<file path="config.mk">
export PLATFORM = sky130hd
export DESIGN_NAME = instr_sequencer
export DESIGN_NICKNAME = d
export VERILOG_FILES = /design/src/rtl/instr_sequencer.sv
export SDC_FILE = /design/constraint.sdc
export NUM_CORES = 1
export LEC_CHECK = 0
export CORE_ASPECT_RATIO = 0.8
export CORE_MARGIN = 4
export CORE_UTILIZATION = 42
export CTS_BUF_LIST = sky130_fd_sc_hd__clkbuf_4 sky130_fd_sc_hd__clkbuf_8
export CTS_CLUSTER_DIAMETER = 50
export DETAILED_ROUTE_END_ITERATION = 16
export GPL_TIMING_DRIVEN = 0
export PLACE_DENSITY = 0.8
export SKIP_CTS_REPAIR_TIMING = 1
export SLEW_MARGIN = 20
export SYNTH_ARGS = -nofsm -noshare
export SYNTH_HDL_FRONTEND = slang
export SYNTH_SLANG_ARGS = --single-unit
</file>
<file path="constraint.sdc">
create_clock -name clk -period 1.4 [get_ports clk]
set_input_delay 0.28 -clock clk [delete_from_list [all_inputs] [get_ports clk]]
set_output_delay 0.28 -clock clk [all_outputs]
set_load 0.1 [all_outputs]
</file>
<file path="src/rtl/instr_sequencer.sv">
// Program sequencer: fetches ROM words, decodes opcode/immediate and drives the ALU; handles JMP/JC/NOP/HALT.
// 3 cycles per instruction (FETCH, DECODE, EXEC); start is honoured only in IDLE or HALT.
module instr_sequencer #(
    parameter int data_width    = 8,
    parameter int op_code_width = 4,
    parameter int addr_width    = 8
) (
    input  logic                                clk,
    input  logic                                rst,
    input  logic                                start,
    output logic [addr_width-1:0]               pc_addr,
    input  logic [op_code_width+data_width-1:0] instr_in,
    input  logic                                cy,
    output logic [op_code_width-1:0]            opcode,
    output logic                                acc_ce,
    output logic [data_width-1:0]               data_out,
    output logic                                busy,
    output logic                                halted
);

    localparam int IW = op_code_width + data_width;
    localparam logic [op_code_width-1:0] OP_JMP = op_code_width'(12);
    localparam logic [op_code_width-1:0] OP_JC  = op_code_width'(13);
    localparam logic [op_code_width-1:0] OP_NOP = op_code_width'(14);

    typedef enum logic [2:0] {
        S_IDLE,
        S_FETCH,
        S_DECODE,
        S_EXEC,
        S_HALT
    } state_t;

    state_t                    r_state;
    state_t                    w_state_nxt;
    logic [addr_width-1:0]     r_pc;
    logic [addr_width-1:0]     w_pc_nxt;
    logic [addr_width-1:0]     w_pc_inc;
    logic [addr_width-1:0]     w_imm_addr;
    logic [IW-1:0]             r_ir;
    logic [IW-1:0]             w_ir_nxt;
    logic [op_code_width-1:0]  w_op;
    logic [data_width-1:0]     w_imm;
    logic                      r_armed;
    logic                      w_start;
    logic                      w_acc_ce;

    assign w_op     = r_ir[IW-1 -: op_code_width];
    assign w_imm    = r_ir[data_width-1:0];
    assign w_pc_inc = r_pc + 1'b1;

    generate
        if (data_width >= addr_width) begin : g_imm_trunc
            assign w_imm_addr = w_imm[addr_width-1:0];
        end else begin : g_imm_zext
            assign w_imm_addr = {{(addr_width - data_width){1'b0}}, w_imm};
        end
    endgenerate

    // r_armed stays low for the first edge after reset release, so a start
    // pulse coinciding with reset deassertion is dropped.
    assign w_start = start & r_armed;

    always_comb begin
        w_state_nxt = r_state;
        w_pc_nxt    = r_pc;
        w_ir_nxt    = r_ir;
        w_acc_ce    = 1'b0;
        case (r_state)
            S_IDLE, S_HALT: begin
                if (w_start) begin
                    w_pc_nxt    = '0;
                    w_state_nxt = S_FETCH;
                end
            end
            S_FETCH: begin
                w_state_nxt = S_DECODE;
            end
            S_DECODE: begin
                w_ir_nxt    = instr_in;
                w_state_nxt = S_EXEC;
            end
            S_EXEC: begin
                w_state_nxt = S_FETCH;
                if (w_op < OP_JMP) begin
                    w_acc_ce = 1'b1;
                    w_pc_nxt = w_pc_inc;
                end else if (w_op == OP_JMP) begin
                    w_pc_nxt = w_imm_addr;
                end else if (w_op == OP_JC) begin
                    w_pc_nxt = cy ? w_imm_addr : w_pc_inc;
                end else if (w_op == OP_NOP) begin
                    w_pc_nxt = w_pc_inc;
                end else begin
                    w_state_nxt = S_HALT;
                end
            end
            default: begin
                w_state_nxt = S_IDLE;
            end
        endcase
    end

    always_ff @(posedge clk or negedge rst) begin
        if (!rst) begin
            r_state <= S_IDLE;
            r_pc    <= '0;
            r_ir    <= '0;
            r_armed <= 1'b0;
        end else begin
            r_state <= w_state_nxt;
            r_pc    <= w_pc_nxt;
            r_ir    <= w_ir_nxt;
            r_armed <= 1'b1;
        end
    end

    // Every output is decoded from registers only, so reset clears them immediately.
    assign pc_addr  = r_pc;
    assign opcode   = w_op;
    assign data_out = w_imm;
    assign acc_ce   = w_acc_ce;
    assign busy     = (r_state == S_FETCH) || (r_state == S_DECODE) || (r_state == S_EXEC);
    assign halted   = (r_state == S_HALT);

endmodule

</file>
Word level (Yosys, flattened, before mapping)
Cells that the tools add are included.
{"block": "totals", "ff_bits": 24, "in_bits": 16, "out_inout_bits": 23}
{"block": "classes", "add_sub_neg": 1, "magnitude_cmp": 1, "n_eq_ne": 9, "mux": 15, "n_bitwise": 1, "n_reduce_logical": 6}
{"cell": "8-bit two-way mux", "n": 6}
{"cell": "8-bit case mux with 2 select lines", "n": 1}
{"cell": "3-bit two-way mux", "n": 5}
{"cell": "4-bit == test, second input constant", "n": 3}
{"cell": "3-bit case mux with 4 select lines", "n": 1}
{"cell": "8-bit by 1-bit adder with 8-bit output, second input constant", "n": 1}
{"cell": "3-bit by 2-bit == test with 1-bit output, second input constant", "n": 2}
{"cell": "5-bit inequality test, second input constant", "n": 1}
{"cell": "4-bit less-than comparator, second input constant", "n": 1}
{"cell": "3-bit by 1-bit == test with 1-bit output, second input constant", "n": 1}
{"cell": "3-bit == test, second input constant", "n": 1}
{"cell": "3-bit zero test", "n": 1}
{"cell": "3-bit AND reduction", "n": 1}
{"cell": "1-bit logical OR", "n": 2}
{"cell": "1-bit two-way mux", "n": 2}
{"cell": "2-bit inequality test, second input constant", "n": 1}
{"cell": "2-bit nonzero test", "n": 1}
{"cell": "2-bit OR reduction", "n": 1}
{"cell": "1-bit bitwise AND", "n": 1}

Depth between registers and ports, before layout
{"block": "logic_depth", "word_depth": 6, "ltp_mapped": 6}

Worst setup path after synthesis
No wires, ideal clock.
{"block": "synth_timing", "path_kind": "register to output", "from": "register r_ir[10]", "to": "output port acc_ce", "t_arrival_ps": 2407, "required_ps": 1120, "setup_slack_ps": -1287, "path_stages_with_launch": 2, "path_buffers": 0, "cell_sequence": "dfrtp_1 -> a21oi_1"}
{"block": "synth_via", "elab_chain_len": 3}
{"item": "start, declared", "line_no": "40", "text": "logic [IW-1:0] r_ir;"}
{"item": "start signal, assigned", "line_no": "113", "text": "r_ir <= w_ir_nxt;"}
{"item": "4-bit less-than comparator", "line_no": "85", "text": "if (w_op < OP_JMP) begin"}
{"item": "1-bit two-way mux", "line_no": "85"}
{"item": "1-bit two-way mux", "line_no": "69", "text": "case (r_state)"}
{"item": "end, declared", "line_no": "15", "text": "output logic acc_ce,"}
Every way passes these cells.

Worst setup path after layout
{"block": "layout_timing", "from": "register r_state[2]", "to": "output port acc_ce"}
{"block": "layout_via", "elab_chain_len": 2}
{"item": "start, declared", "line_no": "34", "text": "state_t r_state;"}
{"item": "start signal, assigned", "line_no": "111", "text": "r_state <= w_state_nxt;"}
{"item": "3-bit by 2-bit == test with 1-bit output", "line_no": "69"}
{"item": "1-bit two-way mux", "line_no": "69"}
Every way passes these cells.

==> results.toml <==
[floorplanning]
coreArea_sq_um = 2740
die_w_microns = 67.6
placementRows = 17
initial_core_util_pct = 43.5
io_pins = 39
die_y_microns = 55.7
dieArea_sq_um = 3760

[clocking]
cts.sinks = 24
tritoncts = "built"
worstSkewPairLatency_ns = 0.31
path_clk_slew_ns = 0.13
cts_root_buf = "clkbuf_4"
h-tree-depth = 1
numCtsBuffers = 3
cts.path.max_buffers = 2

[run_status]
violations = "setup timing"
status = "finished with violations"

[sta]
max-slew-margin-rel_pct = 60.1
max_freq_mhz = 610
rsz0062_at_grt = "true"
hold_viol = 0
timing.final.ws_setup_ns = -0.239
maxSlewViolCount = 0
tightest_slew_ns = 0.599
setup_viol = 25
period_share_pct = 117
fin_skew_ns = 0.00332
fin_crit_ns = 1.64

[yosys]
synth_seq_cells = 24
yosysWarnings = 0
async_flop_share_pct = 100
synth_cell_types = 31
synth-edff-count = 0
synth_area_sq_um = 1190
syn_nets = 118
synthCells = 101
synth_area_per_cell_sq_um = 11.8
seq_area_frac_synth_pct = 50.3
ys.flop_type = "dfrtp_1"

[grt]
grt_start_max_net_pins = 25
overflow = 0
gr-usage-all-layers_pct = 16.0
grt_pass1_vias = 1021
grt_pass1_wl_microns = 4710
antenna_found_initial = 0

[finish]
design_area_sq_um = 2040
area.growth.synth_to_final_pct = 70.6
diodes = 0
fin_nets = 179
drive_gt1_share_pct = 61.5

[worst_setup_path]
rrSetupSlack_ns = -0.22
crit_start = "r_state[2]"
start_kind = "flop"
path_class = "flop to output pin"
crit_path_cell_trace = "nand3b_4, a21oi_4, buf_12"
crit_end = "acc_ce"
endpoint_kind = "output pin"
critPathRequiredTime_ns = 1.12
rr_worst_depth = 4
max_stage_delay_ns = 0.47
worstPathMaxFanout = 5
r2r_start = "r_ir[8]"
cp_slowest_cell = "dfrtp_1"
r2r_end = "pc_addr[4]"
arrival_ns = 1.36

[placement]
port-buffer-count = 38
routabilityCongestion = 0.748
place_area_sq_um = 1700
detailed_place_hpwl_microns = 2080

[run]
drv_cap = 0

[worst_hold_path]
min_path_type = "primary input to async pin"

[route]
post_drt_wl_per_cell_microns = 18.7
drc = 0
drt-initial-drc-count = 82
ant_nets = 0
vias = 1078
wirelength_microns = 3730
drt_pass1_iterations = 5
routed_via_density = 5.42
[placed cells by master, fill, tap and decap left out, types with 2 or more instances in the layout]
master	n
buf_12	8
nand2_1	3
dfrtp_4	8
dfrtp_2	4
nand3_2	2
mux2i_2	2
nor3_1	2
mux2i_1	3
mux2_2	12
nor2b_1	2
and3_1	3
xnor2_1	3
buf_6	11
clkdlybuf4s50_1	14
a221o_1	3
buf_4	16
clkbuf_4	13
nor2_4	5
nor2_1	3
o2bb2ai_1	5
dfrtp_1	12
[area by class of cell]
cell class	count	area (sq um)
fillers	166	707
inverters	1	3.75
well taps	38	47.5
clock buffers	4	30.0
plain buffers	4	45.0
multi-input cells	72	693
flip-flops and latches	24	636
repair buffers	56	582
[metrics by stage]
| step | hold WS [ns] | TNS (ns) | setup slack, ns | utilization [%] | cells |
|---|---|---|---|---|---|
| finish | 0.468 | -2.45 | -0.239 | 74.2 | 199 |
| global route | 0.510 | -3.76 | -0.293 | 74.2 | 199 |
| CTS | 0.519 | -22.19 | -1.28 | 63.0 | 181 |
| detailed placement | 0.498 | -21.85 | -0.918 | 61.9 | 177 |
| global placement | 0.495 | -20.64 | -0.913 | 61.9 | 177 |
| floorplan | -0.0156 | -1.87 | -0.318 | - | 101 |
[cell usage after synthesis, drive strengths merged (2+ instances only)]
master | instances | area (sq um)
a21oi | 2 | 10.0
a221o | 3 | 30.0
and3 | 4 | 25.0
buf | 4 | 35.0
dfrtp | 24 | 601
mux2 | 13 | 146
mux2i | 5 | 50.1
nand2 | 4 | 15.0
nand2b | 2 | 20.0
nand3 | 3 | 15.0
nor2 | 9 | 36.3
nor2b | 3 | 18.8
nor3 | 4 | 25.0
o2bb2ai | 5 | 43.8
o31ai | 3 | 22.5
xnor2 | 3 | 26.3
[worst max-delay path: cells and delay by family (launching register included)]
family | cells | cell delay [ns]
flip-flops | 1 | 0.47
buffers and inverters | 1 | 0.19
AO/OA/AOI/OAI | 1 | 0.16
AND/OR/NAND/NOR | 1 | 0.23
[worst min path at each step]
stage / startpoint / end / slack, ns / cells after the start
after floorplan: rst / pc_addr[3] / -0.02 / 0
after detailed placement: r_state[2] / r_state[1] / 0.50 / 1
after global routing: rst / r_ir[3] / 0.51 / 2
after global placement: r_state[2] / r_state[1] / 0.50 / 1
final: rst / r_ir[8] / 0.47 / 2
after CTS: r_state[2] / r_state[1] / 0.52 / 1
[registers in the layout, indices dropped and copies added (netlist names)]
name / count
r_state: 3
r_armed: 1
pc_addr: 8
r_ir: 12
[cell families (layout without fill, tap and decap cells)]
| family | Yosys count | after routing | synth area share (%) |
|---|---|---|---|
| simple gates | 34 | 34 | 16.2 |
| flops | 24 | 24 | 50.3 |
| mux | 18 | 18 | 16.5 |
| compound gates | 15 | 15 | 10.2 |
| buf+inv | 5 | 65 | 3.25 |
| xor+xnor | 3 | 3 | 2.20 |
| fa+ha+maj | 1 | 1 | 1.05 |
| other cells | 1 | 1 | 0.314 |
[routing by layer]
metal	up-vias	global-route usage (%)	routed length, microns	share of wire (%)
met4	0	4.05	72	1.9
met3	6	4.04	134	3.6
met1	550	21.2	1500	40
met5	-	0	0	0
met2	28	25.7	2020	54
li1	494	-	-	-
Power is not shown: default switching activity piles up to over one toggle a cycle in this logic, so the estimate is an artifact.
